<file path="src/rtl/decode_ctrl.sv">
// Decode-stage control: instruction decode, load-use stall
// and illegal-opcode trap feeding the ID/EX register.
module decode_ctrl (
  input  logic        clk,
  input  logic        reset,
  input  logic [31:0] instrD,
  input  logic        validD,
  input  logic        flushE,
  output logic [1:0]  immsrcD,
  output logic [24:0] immD,
  output logic        stallF,
  output logic        stallD,
  output logic        validE,
  output logic        regwriteE,
  output logic [1:0]  resultsrcE,
  output logic        memwriteE,
  output logic        branchE,
  output logic        jumpE,
  output logic        alusrcE,
  output logic [1:0]  aluopE,
  output logic [2:0]  funct3E,
  output logic        funct7b5E,
  output logic [4:0]  rs1E,
  output logic [4:0]  rs2E,
  output logic [4:0]  rdE,
  output logic        halted
);

  typedef enum logic {RUN, HALT} state_t;

  typedef struct packed {
    logic       v;
    logic       regwrite;
    logic [1:0] resultsrc;
    logic       memwrite;
    logic       branch;
    logic       jump;
    logic       alusrc;
    logic [1:0] aluop;
    logic [2:0] funct3;
    logic       funct7b5;
    logic [4:0] rs1;
    logic [4:0] rs2;
    logic [4:0] rd;
  } idex_t;

  state_t     state_q, state_d;
  idex_t      idex_q, idex_d;
  idex_t      dec;
  logic       legal;
  logic       use_rs1;
  logic       use_rs2;
  logic       hazard;
  logic [6:0] op;

  assign op   = instrD[6:0];
  assign immD = instrD[31:7];

  // Opcode decode into control bundle, format and source usage
  always_comb begin
    dec          = '0;
    dec.v        = 1'b1;
    dec.funct3   = instrD[14:12];
    dec.funct7b5 = instrD[30];
    dec.rs1      = instrD[19:15];
    dec.rs2      = instrD[24:20];
    dec.rd       = instrD[11:7];
    immsrcD      = 2'b00;
    legal        = 1'b1;
    use_rs1      = 1'b1;
    use_rs2      = 1'b0;
    unique case (op)
      7'b0000011: begin
        dec.regwrite  = 1'b1;
        dec.resultsrc = 2'b01;
        dec.alusrc    = 1'b1;
      end
      7'b0100011: begin
        immsrcD      = 2'b10;
        dec.memwrite = 1'b1;
        dec.alusrc   = 1'b1;
        use_rs2      = 1'b1;
      end
      7'b0110011: begin
        dec.regwrite = 1'b1;
        dec.aluop    = 2'b10;
        use_rs2      = 1'b1;
      end
      7'b0010011: begin
        dec.regwrite = 1'b1;
        dec.alusrc   = 1'b1;
        dec.aluop    = 2'b10;
      end
      7'b1100011: begin
        immsrcD    = 2'b01;
        dec.branch = 1'b1;
        dec.aluop  = 2'b01;
        use_rs2    = 1'b1;
      end
      7'b1101111: begin
        immsrcD       = 2'b11;
        dec.regwrite  = 1'b1;
        dec.jump      = 1'b1;
        dec.resultsrc = 2'b10;
        use_rs1       = 1'b0;
      end
      7'b1100111: begin
        dec.regwrite  = 1'b1;
        dec.jump      = 1'b1;
        dec.resultsrc = 2'b10;
        dec.alusrc    = 1'b1;
      end
      default: begin
        legal   = 1'b0;
        use_rs1 = 1'b0;
      end
    endcase
  end

  // Load in execute whose destination feeds a used source here
  always_comb begin
    hazard = idex_q.v && (idex_q.resultsrc == 2'b01) &&
             (idex_q.rd != 5'd0) && validD &&
             ((use_rs1 && (dec.rs1 == idex_q.rd)) ||
              (use_rs2 && (dec.rs2 == idex_q.rd)));
    stallF = (state_q == HALT) || (!flushE && hazard);
    stallD = stallF;
  end

  // Next state and ID/EX contents; anything but a clean issue is a bubble
  always_comb begin
    state_d = state_q;
    idex_d  = '0;
    if (state_q == RUN) begin
      if (flushE || hazard || !validD) begin
        idex_d = '0;
      end else if (!legal) begin
        state_d = HALT;
      end else begin
        idex_d = dec;
      end
    end
  end

  // FSM state and ID/EX register
  always_ff @(posedge clk or posedge reset) begin
    if (reset) begin
      state_q <= RUN;
      idex_q  <= '0;
    end else begin
      state_q <= state_d;
      idex_q  <= idex_d;
    end
  end

  assign halted     = (state_q == HALT);
  assign validE     = idex_q.v;
  assign regwriteE  = idex_q.regwrite;
  assign resultsrcE = idex_q.resultsrc;
  assign memwriteE  = idex_q.memwrite;
  assign branchE    = idex_q.branch;
  assign jumpE      = idex_q.jump;
  assign alusrcE    = idex_q.alusrc;
  assign aluopE     = idex_q.aluop;
  assign funct3E    = idex_q.funct3;
  assign funct7b5E  = idex_q.funct7b5;
  assign rs1E       = idex_q.rs1;
  assign rs2E       = idex_q.rs2;
  assign rdE        = idex_q.rd;

endmodule

</file>
<file path="config.mk">
export PLATFORM = sky130hd
export DESIGN_NAME = decode_ctrl
export DESIGN_NICKNAME = d
export VERILOG_FILES = /design/src/rtl/decode_ctrl.sv
export SDC_FILE = /design/constraint.sdc
export NUM_CORES = 1
export LEC_CHECK = 0
export BUFFER_PORTS_ARGS = -buffer_cell sky130_fd_sc_hd__buf_2
export CAP_MARGIN = 10
export CELL_PAD_IN_SITES_DETAIL_PLACEMENT = 0
export CELL_PAD_IN_SITES_GLOBAL_PLACEMENT = 1
export CORE_MARGIN = 2
export CORE_UTILIZATION = 32
export DETAILED_ROUTE_END_ITERATION = 7
export HOLD_SLACK_MARGIN = 0.06
export MAX_ROUTING_LAYER = met4
export PLACE_DENSITY = 0.82
export SYNTH_ARGS = -nofsm -noshare
export SYNTH_HDL_FRONTEND = slang
export SYNTH_SLANG_ARGS = --single-unit
export TNS_END_PERCENT = 20
</file>
<file path="constraint.sdc">
create_clock -name clk -period 2 [get_ports clk]
set_input_delay 0.3 -clock clk [delete_from_list [all_inputs] [get_ports clk]]
set_output_delay 0.3 -clock clk [all_outputs]
set_load 0.05 [all_outputs]
</file>
# Word level (Yosys, flattened, before mapping)
# Index checks and enable logic that the tools add are counted.
# totals
register_bits,30
inputBits,36
# op_classes
muxes,17
eq_ne,10
n_reduce_logical,21
# ops
cell,count
29-bit two-way mux,3
7-bit equality test (second input constant),3
7-bit by 6-bit equality test with 1-bit output (second input constant),2
1-bit two-way mux,11
5-bit equality test,2
2-bit case mux with 2 select lines,2
7-bit by 2-bit equality test with 1-bit output (second input constant),1
7-bit by 5-bit equality test with 1-bit output (second input constant),1
1-bit logical AND,7
7-bit OR reduction,1
2-bit case mux with 3 select lines,1
6-bit OR reduction,1
5-bit nonzero test,1
5-bit OR reduction,1
1-bit logical OR,4
2-bit OR reduction,2
4-bit OR reduction,1
3-bit OR reduction,1
2-bit by 1-bit equality test with 1-bit output (second input constant),1
1-bit zero test,2

# Longest topological paths before layout
# Gate-level depths: netlist (run 1).
# logic_depth
word_depth,10
depth_mapped,7
mapped_depth_nobuf,5

# Worst setup path after synthesis (run 1)
# No wires, ideal clock.
# synth_path
kind,register to output
startpoint,"register idex_q, in the netlist rdE[3]"
endpoint,output port stallF
arrival_ns,2.245
path_stages_with_launch,8
required_ns,1.700
n_path_buf,2
slack_ns,-0.545
path_cell_list,dfrtp_1 > xor2_1 > nor4_1 > nand4_1 > a21oi_1 > buf_6 > a21o_1 > buf_4
# synth_between
elab_chain_len,6
word_cells_on_any_way,11
# synth_rtl
item,line_no,text
from (decl),48,"idex_t idex_q, idex_d;"
from (signal assigned),152,idex_q <= idex_d;
5-bit equality test (tied with other cells),124,((use_rs1 && (dec.rs1 == idex_q.rd)) ||
"1-bit logical AND, on equally long branches","124, 122, 125",
1-bit logical OR or 1-bit logical AND (tied branches),"124, 123",
1-bit logical AND *,123,(idex_q.rd != 5'd0) && validD &&
1-bit logical AND *,126,stallF = (state_q == HALT) || (!flushE && hazard);
1-bit logical OR *,126,
to (decl),11,"output logic stallF,"
# Every way passes the cells marked *; elsewhere a longest branch is shown, timed or not.

# Worst setup path after layout (run 1)
# layout_path
startpoint,"register idex_q, in the netlist rdE[1]"
endpoint,output port stallD
# layout_between
elab_chain_len,6
word_cells_on_any_way,11
# layout_rtl
item,line_no,text
5-bit equality test (tied with other cells),124,
"1-bit logical AND, on equally long branches","124, 122, 125",
1-bit logical OR or 1-bit logical AND (tied branches),"124, 123",
1-bit logical AND *,123,
1-bit logical AND *,126,
1-bit logical OR *,126,
to (decl),12,"output logic stallD,"
# Marks and branches as above.

==> summary.md, run 1 <==
Setup repair after global routing could not meet its margin everywhere. The maximum clock skew at final layout is 0.00653 ns, and the number of fillers in the final layout is 480. The highest achievable clock rate is 459 MHz. The tools report the clock root buffer as clkbuf_8. Of all cell types, the one taking the most synthesized area is dfrtp_1. The logs give 0 for the initial antenna violation count and 0.446 for the share of the yosys chip area belonging to registers.

The net count of the finished layout is 245. The checks that failed: setup timing. For the effective utilization at floorplan, the log shows 0.337. The cell area after synthesis was 0.00163 mm². The count of port buffers added during placement is 82, and the end-of-flow core utilization is 0.433. The proportion of power drawn by combinational gates was 0.160. In this run the static leakage power is 1.06 nW.

The ratio of final minimum period to clock period came out at 1.09. The run gives 0.459 as the relative contribution of sequential cells to total power. The share of synthesized registers carrying an async set or reset is 1.00. Entering global routing, the biggest net connects 20 pins.

In this run the worst path has a maximum fanout of 4. The logs give 3870 µm for the total wire length after detailed routing and 277 for the non-filler instance count after layout. After detailed placement, the design holds a cell count of 267. The largest single stage delay on the critical path is 0.44 ns.

The logs give 0 for the number of antenna diodes and 2 for the maximum number of buffers from clock root to sink. Counting flops with a built-in enable in the synthesized netlist gives 0. For this design the top-level I/O count stands at 95. The slowest stage of the critical path is the dfrtp_2 cell. The internal portion of the total power is 0.929 mW.

The run gives 25 as the first-iteration detailed-routing DRC count. By count the netlist is led by dfrtp_1 (29), buf_4 (27), nor3b_2 (9), xor2_1 (9). The die height was 75.3 µm; the area added between synthesis and finish was 28.4%. The tools report the nature of the critical path startpoint as a register.

TritonCTS built the clock tree. The die covers 0.00566 mm². The via count of the first global-routing pass came out at 1138.

The critical path is of the register to output pin type. Remaining number of nets flagged by the antenna check after routing: 0. Power spread over the standard cell area amounts to 612 mW/mm². The per-cell routed wire length is 14.0 µm. The width of the chip is 75.3 µm, and the number of synthesized register bits is 29. For the count of final max-slew check failures, the log shows 0. The tools report the CTS buffer count as 5. The depth of the CTS H-tree was 2; the via count normalized by instance count was 4.53. The logs give 33 for the distinct cell type count of the synthesized netlist and 0.381 for the share of total power in the clock network.

The layout cell share with drive strength beyond 1 was 0.586; the total core area was 0.00482 mm². The total track usage is 0.140, and the total setup violations reported at the end of the flow is 2. The post-CTS clock slew at the launch and capture registers of the worst setup and hold paths was 0.06 ns; the overall via count from detail_route was 1256. For the pin with the worst max-slew slack, the measured transition is 0.487 ns. The path class of the tightest hold or removal check is primary input to register. Synthesized area per cell: 11.4 µm². The dominant cell by count in the synthesized netlist is dfrtp_1. The post-route minimum period was 2.18 ns. When the netlist entered floorplanning its net count stood at 178. The first detailed-routing pass took 5 iterations. The floorplan has 25 rows. The data arrival at the endpoint of the critical path came out at 1.88 ns. The tool flagged a number of max-cap violations equal to 0. The worst-case IR drop observed on VDD is 217 µV. The switching power share of the total came out at 0.273.

The first global-routing pass estimated 5420 µm of wire. Yosys attributes the largest share of cell area to dfrtp_1 (45%), buf_4 (12%), nor3b_2 (6.9%). The clock insertion delay at the later pin of the skew report was 0.28 ns; the final number of hold-violating endpoints was 0. The run gives 0 as the count of unresolved DRC violations after routing. The clock net in this run drives a total of 29 sinks. Data on the critical path is required at its endpoint by 1.70 ns. The flow ran to the end, but the final reports show violations. The post-synthesis cell count is 142, and the switching power is 0.349 mW.

The fraction of post-synthesis cell area in the top cell type by area is 0.446. Traced cell by cell, the critical path runs through xor2_1, nor4_1, nand4_1, a21oi_4, a21o_4, buf_8. For the slack of the critical path, the log shows -0.179 ns.

The final weighted congestion of routability-driven global placement was 0.768; the estimated wirelength of the detail-placed design was 2890 µm. The tools report the aggregate global routing overflow as 0. Yosys printed 0 warnings. The worst slew margin relative to its limit came out at 0.675. Most instantiated flip-flop cell in the synthesis netlist: dfrtp_1. Type of destination of the critical path: an output pin.
## placed cells by master, fill, tap and decap left out, drive strengths merged, types with 5 or more instances in the layout
cell	n
buf	91
dfrtp	29
nor3b	16
xor2	9
clkbuf	8
nor2	7
nand2	6
nor4	6
nor2b	5
## area by class of cell
cell class	count	area, µm²	area share
inverter	2	7.51	0.00360
sequential	29	732	0.351
clock buffer	8	90.1	0.0432
multi-input combinational	79	666	0.319
timing repair buffer	92	508	0.243
tap	67	83.8	0.0402
## final timing paths
path	start	end	slack, ns	depth (start not counted)
hold reg to reg	halted	memwriteE	0.61	1
setup reg to reg	rdE[1]	regwriteE	0.16	5
hold / removal	instrD[30]	funct7b5E	0.27	3
setup / recovery	rdE[1]	stallD	-0.18	6
min in group asynchronous	reset	rs2E[2]	0.59	3
max in group asynchronous	reset	rs1E[4]	0.79	4
## logic make-up (layout without fill, tap and decap cells)
logic type / count (synthesis) / in the layout / synth area share
and+or+nand+nor: 59 / 59 / 0.279
xor gates and xnor gates: 10 / 10 / 0.0539
DFF: 29 / 29 / 0.446
buffers and inverters: 34 / 102 / 0.166
AOI/OAI and AO/OA: 10 / 10 / 0.0554
## registers in the layout (all words and copies together) (netlist names), 2 cells and up
signal      cells
resultsrcE      2
rdE             5
rs1E            5
funct3E         3
aluopE          2
rs2E            5
## worst max-delay path, delay by kind of cell, from the launching register on
kind | cells | cell delay, ns
AO/OA/AOI/OAI | 2 | 0.38
AND/OR/NAND/NOR | 2 | 0.46
XOR/XNOR | 1 | 0.17
buffers and inverters | 1 | 0.14
flip-flops | 1 | 0.44
## power groups by stage
stage / Clock [mW] / Sequential [mW] / Combinational, mW
floorplan: 0 / 0.597 / 0.182
global placement: 0 / 0.597 / 0.202
detailed placement: 0 / 0.597 / 0.202
CTS: 0.505 / 0.587 / 0.205
global route: 0.529 / 0.586 / 0.219
finish: 0.487 / 0.587 / 0.204
## per-stage QoR
stage,power [mW],instance area (µm²),hold slack (ns),setup slack [ns],setup TNS [ns]
after floorplan,0.780,1640,0.378,-0.290,-0.515
after global placement,0.800,1940,0.344,0.0545,0
after detailed placement,0.799,1940,0.348,0.0131,0
after CTS,1.30,2080,0.266,-0.196,-0.391
after global routing,1.34,2090,0.267,-0.248,-0.494
final,1.28,2090,0.274,-0.179,-0.358
## what timing repair did
action,in CTS,in global routing
endpoints found under the hold margin,12,0
endpoints found under the setup margin,2,2
hold buffers,1,0
buffers inserted,1,0
gates resized for setup,8,1
pin swaps,8,0
## routing by layer
layer | track usage | vias up | share of wire
met2 | 0.190 | 63 | 0.44
met3 | 0.0522 | 5 | 0.079
met1 | 0.185 | 587 | 0.46
met5 | - | - | 0
met4 | 0.0663 | 0 | 0.019
li1 | - | 601 | -
Note: power is estimated with default switching activity, not from simulation.
==> run 2, diff against run 1 <==
CORE_MARGIN = default   (was 2)
clock period = 2.5 ns   (was 2 ns; I/O delays follow)
==> run 2 against run 1 <==
Critical endpoint unchanged. Flip-flop and latch count unchanged. Largest cell class unchanged. Via count down 1.4%. First-iteration DRC count up 72%. Global-route usage down 0.098 points. Total power down 23%. Wire length down 8.8%. The run now ends clean. Largest power group unchanged. Count of clock-buffer cells in the layout down 2. Clock skew down 0.0026 ns.
==> summary.md, run 2 (synthesis gave the netlist of run 1 again) <==
Count of port buffers added during placement: 82. The commonest non-fill, non-tap cell in the layout was buf_2. Along the worst path, the maximum fanout reaches 4. The run gives 0.00198 mm² as the final instance area.

The critical path goes through xor2_1, nor4_1, nand4_1, a21oi_4, a21o_2, buf_2. In this run the horizontal extent of the chip is 73.3 µm. The routed layout has 1239 vias. Buffers inserted to repair hold after CTS numbered 0.

Gates resized during post-CTS repair numbered 0. Setup repair after global routing could not meet its margin everywhere. For the via count of the first global-routing pass, the log shows 1090. The congestion estimate from routability-driven global placement came to 0.806. At the pin with the least slew margin, the transition time is 0.433 ns.

The final number of hold-violating endpoints came out at 0. The worst slew margin relative to its limit came out at 0.711. The ratio of final minimum period to clock period works out to 0.966.

The number of search-and-repair iterations in the first detailed-routing pass was 4; the maximum clock skew at final layout was 0.00395 ns. Clock tree synthesis selected as its root buffer the cell clkbuf_8. The slowest stage of the critical path belongs to the cell dfrtp_1. The worst setup path is captured at an output pin. For this block, the routed nets add up to 3530 µm of wire. Leaving out fill and tap cells, the most frequent cells in the layout are buf_2 (82), dfrtp_1 (29), xor2_1 (9), nor3b_2 (9). The data arrival at the endpoint of the critical path was 2.04 ns. The logs give 0.477 for the relative contribution of sequential cells to total power and 0 for the count of final max-slew check failures. Leaving out filler cells and counting taps, the final layout contains 270. Category of the most critical setup path: register to output pin. After global routing the overflow that remains totals 0. The first global-routing pass estimated 5270 µm of wire.

After clock tree synthesis, the clock-pin slew on the worst setup and hold paths is 0.06 ns. Counting tap cells, the placed design contains a total of 262 instances. Relative to the synthesized area, the layout overhead comes to 21.6%. The share of total power in the clock network was 0.366; the number of nets in the layout was 238. The global routing usage on met2 is 0.199.

The logs give 182 µV for the peak supply drop and 2 for the maximum number of buffers from clock root to sink. Clock tree synthesis inserted a total of 5 buffers. The repair_antennas step left the layout with diodes totalling 0. The run gives 0.707 mW as the internal power of the cells. TritonCTS built the clock tree. The die covers 0.00537 mm². The run gives 0.337 as the effective utilization at floorplan.

The path class of the tightest hold or removal check is primary input to asynchronous set/reset pin. For the end-of-flow core utilization, the log shows 0.410. The floorplan row count came out at 25. The proportion of power drawn by combinational gates is 0.157.

The largest net degree at the start of global routing was 30. For the total setup violations reported at the end of the flow, the log shows 0. The number of buffers inserted to repair setup after CTS was 0. For the finished layout, the period the worst path requires is 2.42 ns.

For the worst path required time, the log shows 2.12 ns. The most used routing layer is met2. For the clock insertion delay at the later pin of the skew report, the log shows 0.27 ns. The logs give 0 for the initial antenna violation count and 2 for the depth of the CTS H-tree. Power spread over the standard cell area amounts to 498 mW/mm². After detailed routing, the average wire length per cell comes to 13.1 µm. The run gives 0.00482 mm² as the total core area. The highest achievable clock rate was 414 MHz; the switching power was 0.278 mW.

Detailed placement finished with a half-perimeter wire length of 2630 µm. The run finished with clean final reports. The first-iteration detailed-routing DRC count was 43. For this design the static power due to leakage is 1.02 nW.

The met1 capacity usage during global routing was 0.179; the longest individual stage delay on the worst path was 0.43 ns. In this run the remaining antenna-violating nets after routing total 0. The die height is 73.3 µm, and the count of unresolved DRC violations after routing is 0.

The switching power share of the total came out at 0.282. In this run the count of I/O pins placed on the die edge is 95. The via count normalized by instance count is 4.59, and the standard cell area after detailed placement is 0.00189 mm². The layout cell share with drive strength beyond 1 is 0.542. Nature of the critical path startpoint: a register. CTS saw 29 sinks. The total track usage was 0.139. Across the run, the number of max-cap violations was 0. The tools report the met3 demand-to-capacity share in global routing as 0.0398.
==> run 2: cell count changes in the layout (fill, tap and decap cells not counted), moves of 2 or more <==
| cell | change |
|---|---|
| clkinv_2 | +2 |
| nor4_1 | +2 |
| buf_2 | +2 |
| dfrtp_2 | -5 |
| dfrtp_1 | +5 |
| nor4_2 | -2 |
| buf_8 | -2 |
| buf_4 | -6 |
==> run 2: critical path, delay by kind of cell, from the launching register on <==
kind                   cells  cell delay (ns)
buffers and inverters      1             0.25
AO/OA/AOI/OAI              2             0.35
XOR/XNOR                   1             0.18
AND/OR/NAND/NOR            2             0.56
flip-flops                 1             0.43
==> run 2: layout make-up <==
type	count	area [µm²]
clock buffers	6	72.6
clock inverters	2	10.0
fillers	508	2840
inverters	2	7.51
multi-input cells	79	643
flip-flops and latches	29	726
well taps	67	83.8
repair buffers	85	433
==> run 2: worst paths after layout <==
check	slack (ns)	start	cells after the start	end
max in group asynchronous	2.07	reset	3	rs2E[4]
min in group clk	0.36	instrD[14]	2	funct3E[2]
min	0.16	reset	3	funct3E[2]
min reg2reg	0.57	halted	1	memwriteE
max	0.08	rdE[3]	6	stallD
max reg2reg	0.52	rdE[3]	6	rdE[4]
==> run 2: power by group through the flow <==
stage	registers [mW]	clock network, mW	logic [mW]
after floorplan	0.478	0	0.145
after global placement	0.478	0	0.155
after detailed placement	0.478	0	0.156
after CTS	0.469	0.377	0.157
after global routing	0.469	0.396	0.166
final	0.469	0.361	0.154
==> run 2: stage by stage <==
stage	power, mW	setup TNS, ns	setup slack, ns	hold slack, ns
after floorplan	0.623	-0.00134	-0.00134	0.453
after global placement	0.633	0	0.300	0.465
after detailed placement	0.634	0	0.292	0.463
after CTS	1.00	0	0.0426	0.165
after global routing	1.03	-0.00149	-0.00149	0.194
final	0.985	0	0.0840	0.160
==> run 2: per-layer routing <==
metal  routed length, µm  share of wire
met1                1590           0.45
met2                1610           0.46
met3                 279          0.079
met4                  53          0.015
met5                   0              0
